`src/rtl/userport_pkg.sv`:
```
// Shared definitions for the DB15 user-port joystick adapter: scan states,
// frame width and the button bit positions used by the joystick mux.
package userport_pkg;

    typedef enum logic [2:0] {
        ST_IDLE,
        ST_LOAD,
        ST_SHIFT_LO,
        ST_SHIFT_HI,
        ST_DONE
    } scan_state_t;

    localparam int NBITS = 32;

    // Button positions inside each 16-bit joystick word (FEDCBAUDLR from bit 0 up)
    localparam int BIT_RIGHT = 0;
    localparam int BIT_LEFT  = 1;
    localparam int BIT_DOWN  = 2;
    localparam int BIT_UP    = 3;
    localparam int BIT_A     = 4;
    localparam int BIT_B     = 5;
    localparam int BIT_C     = 6;
    localparam int BIT_D     = 7;
    localparam int BIT_E     = 8;
    localparam int BIT_F     = 9;

endpackage

```
`src/rtl/sync2.sv`:
```
// Two-flop synchronizer for an asynchronous input; resets to 1 (released / idle level).
module sync2 (
    input  logic clk,
    input  logic sys_reset,
    input  logic async_data,
    output logic sync_data
);

    logic meta;

    always_ff @(posedge clk or negedge sys_reset) begin
        if (!sys_reset) begin
            meta      <= 1'b1;
            sync_data <= 1'b1;
        end else begin
            meta      <= async_data;
            sync_data <= meta;
        end
    end

endmodule

```
`src/rtl/userport_joy_scan.sv`:
```
// DB15 shift-register joystick sequencer: loads two cascaded 16-bit PISO registers,
// shifts out 32 bits and publishes the frame only after two identical scans.
module userport_joy_scan
    import userport_pkg::*;
#(
    parameter int DIV = 24,
    parameter int GAP = 480
) (
    input  logic        clk,
    input  logic        sys_reset,
    input  logic        enable,
    input  logic        joy_data,
    output logic        joy_clk,
    output logic        joy_load,
    output logic [15:0] joystick1,
    output logic [15:0] joystick2,
    output logic        scan_done,
    output logic        frame_ok
);

    localparam int CNT_MAX = (DIV > GAP) ? DIV : GAP;
    localparam int CW      = $clog2(CNT_MAX);
    localparam int BW      = $clog2(NBITS);

    localparam logic [CW-1:0] DIV_LAST = CW'(DIV - 1);
    localparam logic [CW-1:0] GAP_LAST = CW'(GAP - 1);
    localparam logic [BW-1:0] BIT_LAST = BW'(NBITS - 1);

    scan_state_t state, state_n;
    logic [CW-1:0]    cnt, cnt_n;
    logic [BW-1:0]    bit_idx, bit_idx_n;
    logic             sample;
    logic             done;
    logic             data_sync;
    logic [NBITS-1:0] raw;
    logic [NBITS-1:0] prev_raw;
    logic             prev_valid;

    sync2 u_sync2 (
        .clk        (clk),
        .sys_reset  (sys_reset),
        .async_data (joy_data),
        .sync_data  (data_sync)
    );

    always_ff @(posedge clk or negedge sys_reset) begin
        if (!sys_reset) begin
            state   <= ST_IDLE;
            cnt     <= '0;
            bit_idx <= '0;
        end else begin
            state   <= state_n;
            cnt     <= cnt_n;
            bit_idx <= bit_idx_n;
        end
    end

    always_comb begin
        state_n   = state;
        cnt_n     = cnt;
        bit_idx_n = bit_idx;
        sample    = 1'b0;
        done      = 1'b0;
        if (!enable) begin
            state_n   = ST_IDLE;
            cnt_n     = '0;
            bit_idx_n = '0;
        end else begin
            case (state)
                ST_IDLE: begin
                    if (cnt == GAP_LAST) begin
                        state_n = ST_LOAD;
                        cnt_n   = '0;
                    end else begin
                        cnt_n = cnt + CW'(1);
                    end
                end
                ST_LOAD: begin
                    if (cnt == DIV_LAST) begin
                        state_n   = ST_SHIFT_LO;
                        cnt_n     = '0;
                        bit_idx_n = '0;
                    end else begin
                        cnt_n = cnt + CW'(1);
                    end
                end
                ST_SHIFT_LO: begin
                    if (cnt == DIV_LAST) begin
                        sample  = 1'b1;
                        state_n = ST_SHIFT_HI;
                        cnt_n   = '0;
                    end else begin
                        cnt_n = cnt + CW'(1);
                    end
                end
                ST_SHIFT_HI: begin
                    if (cnt == DIV_LAST) begin
                        cnt_n = '0;
                        if (bit_idx == BIT_LAST) begin
                            state_n = ST_DONE;
                        end else begin
                            bit_idx_n = bit_idx + BW'(1);
                            state_n   = ST_SHIFT_LO;
                        end
                    end else begin
                        cnt_n = cnt + CW'(1);
                    end
                end
                ST_DONE: begin
                    done      = 1'b1;
                    state_n   = ST_IDLE;
                    cnt_n     = '0;
                    bit_idx_n = '0;
                end
                default: begin
                    state_n   = ST_IDLE;
                    cnt_n     = '0;
                    bit_idx_n = '0;
                end
            endcase
        end
    end

    // Pins are decoded from the next state so they are registered yet aligned with the state register
    always_ff @(posedge clk or negedge sys_reset) begin
        if (!sys_reset) begin
            joy_clk    <= 1'b0;
            joy_load   <= 1'b1;
            joystick1  <= '0;
            joystick2  <= '0;
            scan_done  <= 1'b0;
            frame_ok   <= 1'b0;
            raw        <= '1;
            prev_raw   <= '1;
            prev_valid <= 1'b0;
        end else begin
            joy_clk   <= (state_n == ST_SHIFT_HI);
            joy_load  <= (state_n != ST_LOAD);
            scan_done <= done;
            frame_ok  <= 1'b0;
            if (sample) begin
                raw[bit_idx] <= data_sync;
            end
            if (!enable) begin
                joystick1  <= '0;
                joystick2  <= '0;
                prev_valid <= 1'b0;
            end else if (done) begin
                prev_raw   <= raw;
                prev_valid <= 1'b1;
                if (prev_valid && (raw == prev_raw)) begin
                    joystick1 <= ~raw[15:0];
                    joystick2 <= ~raw[31:16];
                    frame_ok  <= 1'b1;
                end
            end
        end
    end

endmodule

```
`config.mk`:
```
export PLATFORM = sky130hd
export DESIGN_NAME = userport_joy_scan
export DESIGN_NICKNAME = d
export VERILOG_FILES = /design/src/rtl/userport_pkg.sv /design/src/rtl/sync2.sv /design/src/rtl/userport_joy_scan.sv
export SDC_FILE = /design/constraint.sdc
export NUM_CORES = 1
export LEC_CHECK = 0
export CORE_ASPECT_RATIO = 1.1
export CORE_MARGIN = 3
export CORE_UTILIZATION = 59
export CTS_CLUSTER_SIZE = 14
export DETAILED_ROUTE_END_ITERATION = 8
export GPL_TIMING_DRIVEN = 1
export PLACE_DENSITY = 0.8
export SYNTH_ARGS = -nofsm -noshare
export SYNTH_HDL_FRONTEND = slang
export SYNTH_SLANG_ARGS = --single-unit
```
`constraint.sdc`:
```
create_clock -name clk -period 2.1 [get_ports clk]
set_clock_uncertainty 0.15 [all_clocks]
set_input_delay 0.315 -clock clk [delete_from_list [all_inputs] [get_ports clk]]
set_output_delay 0.315 -clock clk [all_outputs]
set_load 0.01 [all_outputs]
```
==> flow_metrics.py <==
metrics = {
    "die": {
        "fp-row-count": 37,
        "die-area_um2": 11000,
        "die_h_um": 110,
        "coreArea_um2": 9440,
        "die_w_um": 100,
        "ios": 40,
        "start_util_pct": 61.0,
    },
    "sta": {
        "tightest_slew_ns": 0.600,
        "finalHoldViolations": 0,
        "worst_slack_ns": -0.0824,
        "fin_tns_setup_ns": -1.56,
        "maxSlewHeadroom_pct": 60.0,
        "fin_crit_sh_pct": 104,
        "rsz0062_at_grt": "yes",
        "setup_viol": 33,
        "timing.final.crit_period_ns": 2.18,
        "finalMaxSlewViolations": 0,
        "max_freq_ghz": 0.458,
    },
    "synthesis": {
        "syn_avg_cell_area_um2": 12.0,
        "ys_types": 42,
        "synth_top_family_by_area": "multiplexers",
        "ys_seq_elements": 120,
        "ys.flop_type": "dfstp_2",
        "syn_area_um2": 5760,
        "async_flop_share_pct": 100,
        "yosysWarnings": 0,
        "synth_fa_ha_area_share_pct": 1.30,
        "synth_nets": 492,
        "synth-seq-area-share_pct": 53.6,
        "synth_compound_area_share_pct": 1.35,
        "syn_inst": 482,
        "muxShareOfSynthArea_pct": 18.1,
        "synth-simple-area-share_pct": 16.3,
        "synth_edf_count": 0,
        "synth-xor-area-share_pct": 6.23,
    },
    "drt": {
        "routed_wl_um": 12600,
        "via_per_inst": 5.63,
        "ant_nets": 0,
        "detail_route.wl_per_cell_um": 18.6,
        "vias": 3820,
        "dr.pass1.iters": 6,
        "route.detailed.drc": 0,
        "dr.first_iter.drc_count": 207,
    },
    "grt": {
        "met3_usage_pct": 6.47,
        "grt_max_degree": 61,
        "grt.busiest_layer": "met2",
        "grt_pass1_wl_um": 20400,
        "grt_pass1_vias": 4063,
        "overflow": 0,
        "use_met2_pct": 41.1,
        "grtUsageMet1_pct": 29.0,
        "track_usage_pct": 24.5,
        "antenna_found_initial": 0,
    },
    "cts": {
        "cts_tree": "yes",
        "clockBufferDepth": 2,
        "ctsHtreeMaxLevel": 4,
        "path_clk_slew_ns": 0.06,
        "cts_num_sinks": 120,
        "root_buffer": "clkbuf_8",
        "cts-buffers-inserted": 17,
        "clk_latency_ns": 0.53,
    },
    "setup_path": {
        "worstPathMaxFanout": 9,
        "required_ns": 2.39,
        "criticalPathCategory": "flip-flop to flip-flop",
        "worstPathArrival_ns": 2.47,
        "cp-start-kind": "flip-flop",
        "endpoint_kind": "flip-flop",
    },
    "run": {
        "drv_cap": 0,
    },
    "layout": {
        "layout.nets": 559,
        "n_antenna_cell": 0,
        "fin_util_pct": 75.3,
        "fill_cells": 589,
        "multiInputGateArea_um2": 2550,
        "drive_gt1_share_pct": 33.1,
        "final_common_cell": "dfstp_2",
        "area_delta_synth_final_pct": 23.4,
        "most-common-layout-cells": "dfstp_2 (67), dfrtp_1 (52), nand2_1 (47)",
        "regArea_um2": 3090,
    },
    "outcome": {
        "run_status": "finished with violations",
        "violations": "setup timing",
    },
    "place": {
        "hpwl_um": 7880,
        "dp_worst_setup_slack_ns": -0.0184,
        "gp_congestion": 0.811,
        "portBuffers": 39,
    },
    "power_and_ir_drop": {
        "leakagePower_uw": 0.00335,
        "irDropWorstVdd_mv": 0.504,
        "power_density_nw_per_um2": 745,
    },
    "worst_hold_path": {
        "hold_path.class": "input pin to flip-flop",
    },
}
path summary, 6_finish.rpt:
| path | cells after the start | to | slack [ns] | start |
|---|---|---|---|---|
| min in group asynchronous | 2 | scan_done$_DFF_PN0_ | 0.13 | sys_reset |
| min | 1 | u_sync2.meta$_DFF_PN1_ | 0.05 | joy_data |
| max | 7 | joystick2[14]$_DFFE_PN0P_ | -0.08 | raw[18]$_DFFE_PN1P_ |
| max reg2reg | 7 | joystick2[14]$_DFFE_PN0P_ | -0.08 | raw[18]$_DFFE_PN1P_ |
| min reg2reg | 0 | u_sync2.sync_data$_DFF_PN1_ | 0.21 | u_sync2.meta$_DFF_PN1_ |
| max in group asynchronous | 3 | prev_raw[3]$_DFFE_PN1P_ | 0.95 | sys_reset |
cell families (layout without fill, tap and decap cells):
family | after synthesis | count (layout)
buf+inv | 29 | 109
fa+ha+maj | 6 | 6
simple gates | 178 | 178
mux | 96 | 96
compound gates | 12 | 12
flops | 120 | 120
xor+xnor | 41 | 41
Yosys cell counts, types with 6 or more instances:
library cell	instances	area share (%)
nand2_1	47	3.1
nand2b_1	35	3.8
ha_1	6	1.3
xor2_1	18	2.7
dfrtp_1	53	23
xnor2_1	23	3.5
and3_1	7	0.76
clkbuf_1	13	0.85
nor2_1	46	3.0
dfstp_2	67	31
mux2_1	32	6.3
mux2i_1	32	5.6
mux2_2	32	6.3
nand4_1	8	0.87
cell type report:
| cell class | count | area share, % |
|---|---|---|
| flip-flops and latches | 120 | 43.4 |
| multi-input cells | 333 | 35.9 |
| repair buffers | 72 | 10.3 |
| clock buffers | 22 | 6.37 |
| well taps | 117 | 2.06 |
| clock inverters | 10 | 1.76 |
| inverters | 5 | 0.264 |
registers in the layout, indices dropped and copies added, names as in the netlist, 3 cells and up:
name	cells
prev_raw	32
raw	32
joystick1	16
joystick2	16
cnt	9
bit_idx	5
state	3
metal layers:
layer | part of all wire [%] | wire length, um
met5 | 0 | 0
met4 | 2.6 | 332
met3 | 4.6 | 580
met2 | 52 | 6540
met1 | 41 | 5150
worst max-delay path, stage by stage, from the launching register on:
cell and delay (ns):
dfstp_2 0.57, xor2_1 0.08, nor4_1 0.33, nand3_1 0.19
nand3b_1 0.26, buf_6 0.18, buf_12 0.14, mux2i_2 0.18
stage by stage:
step | area, um2 | cells | hold slack (ns) | total power (uW)
floorplan | 5760 | 482 | -0.131 | 2420
global placement | 6350 | 637 | 0.139 | 2500
detailed placement | 6350 | 637 | 0.149 | 2510
CTS | 7020 | 676 | 0.0292 | 5350
global route | 7110 | 679 | 0.0477 | 5460
finish | 7110 | 679 | 0.0462 | 5300
report_power, final:
group	total (uW)	internal [uW]	switching [uW]
clock network	2830	1850	973
registers	2340	2330	14.5
logic	128	38.9	89.6
what timing repair did:
item | in CTS | in global routing
resized for setup | 5 | 18
gates cloned | 1 | 1
hold buffers | 1 | 0
buffers inserted | 5 | 3
pin swaps | 4 | 7
hold endpoints to repair | 62 | 0
endpoints found under the setup margin | 33 | 47
No activity file was read; power rests on OpenSTA's default activity.
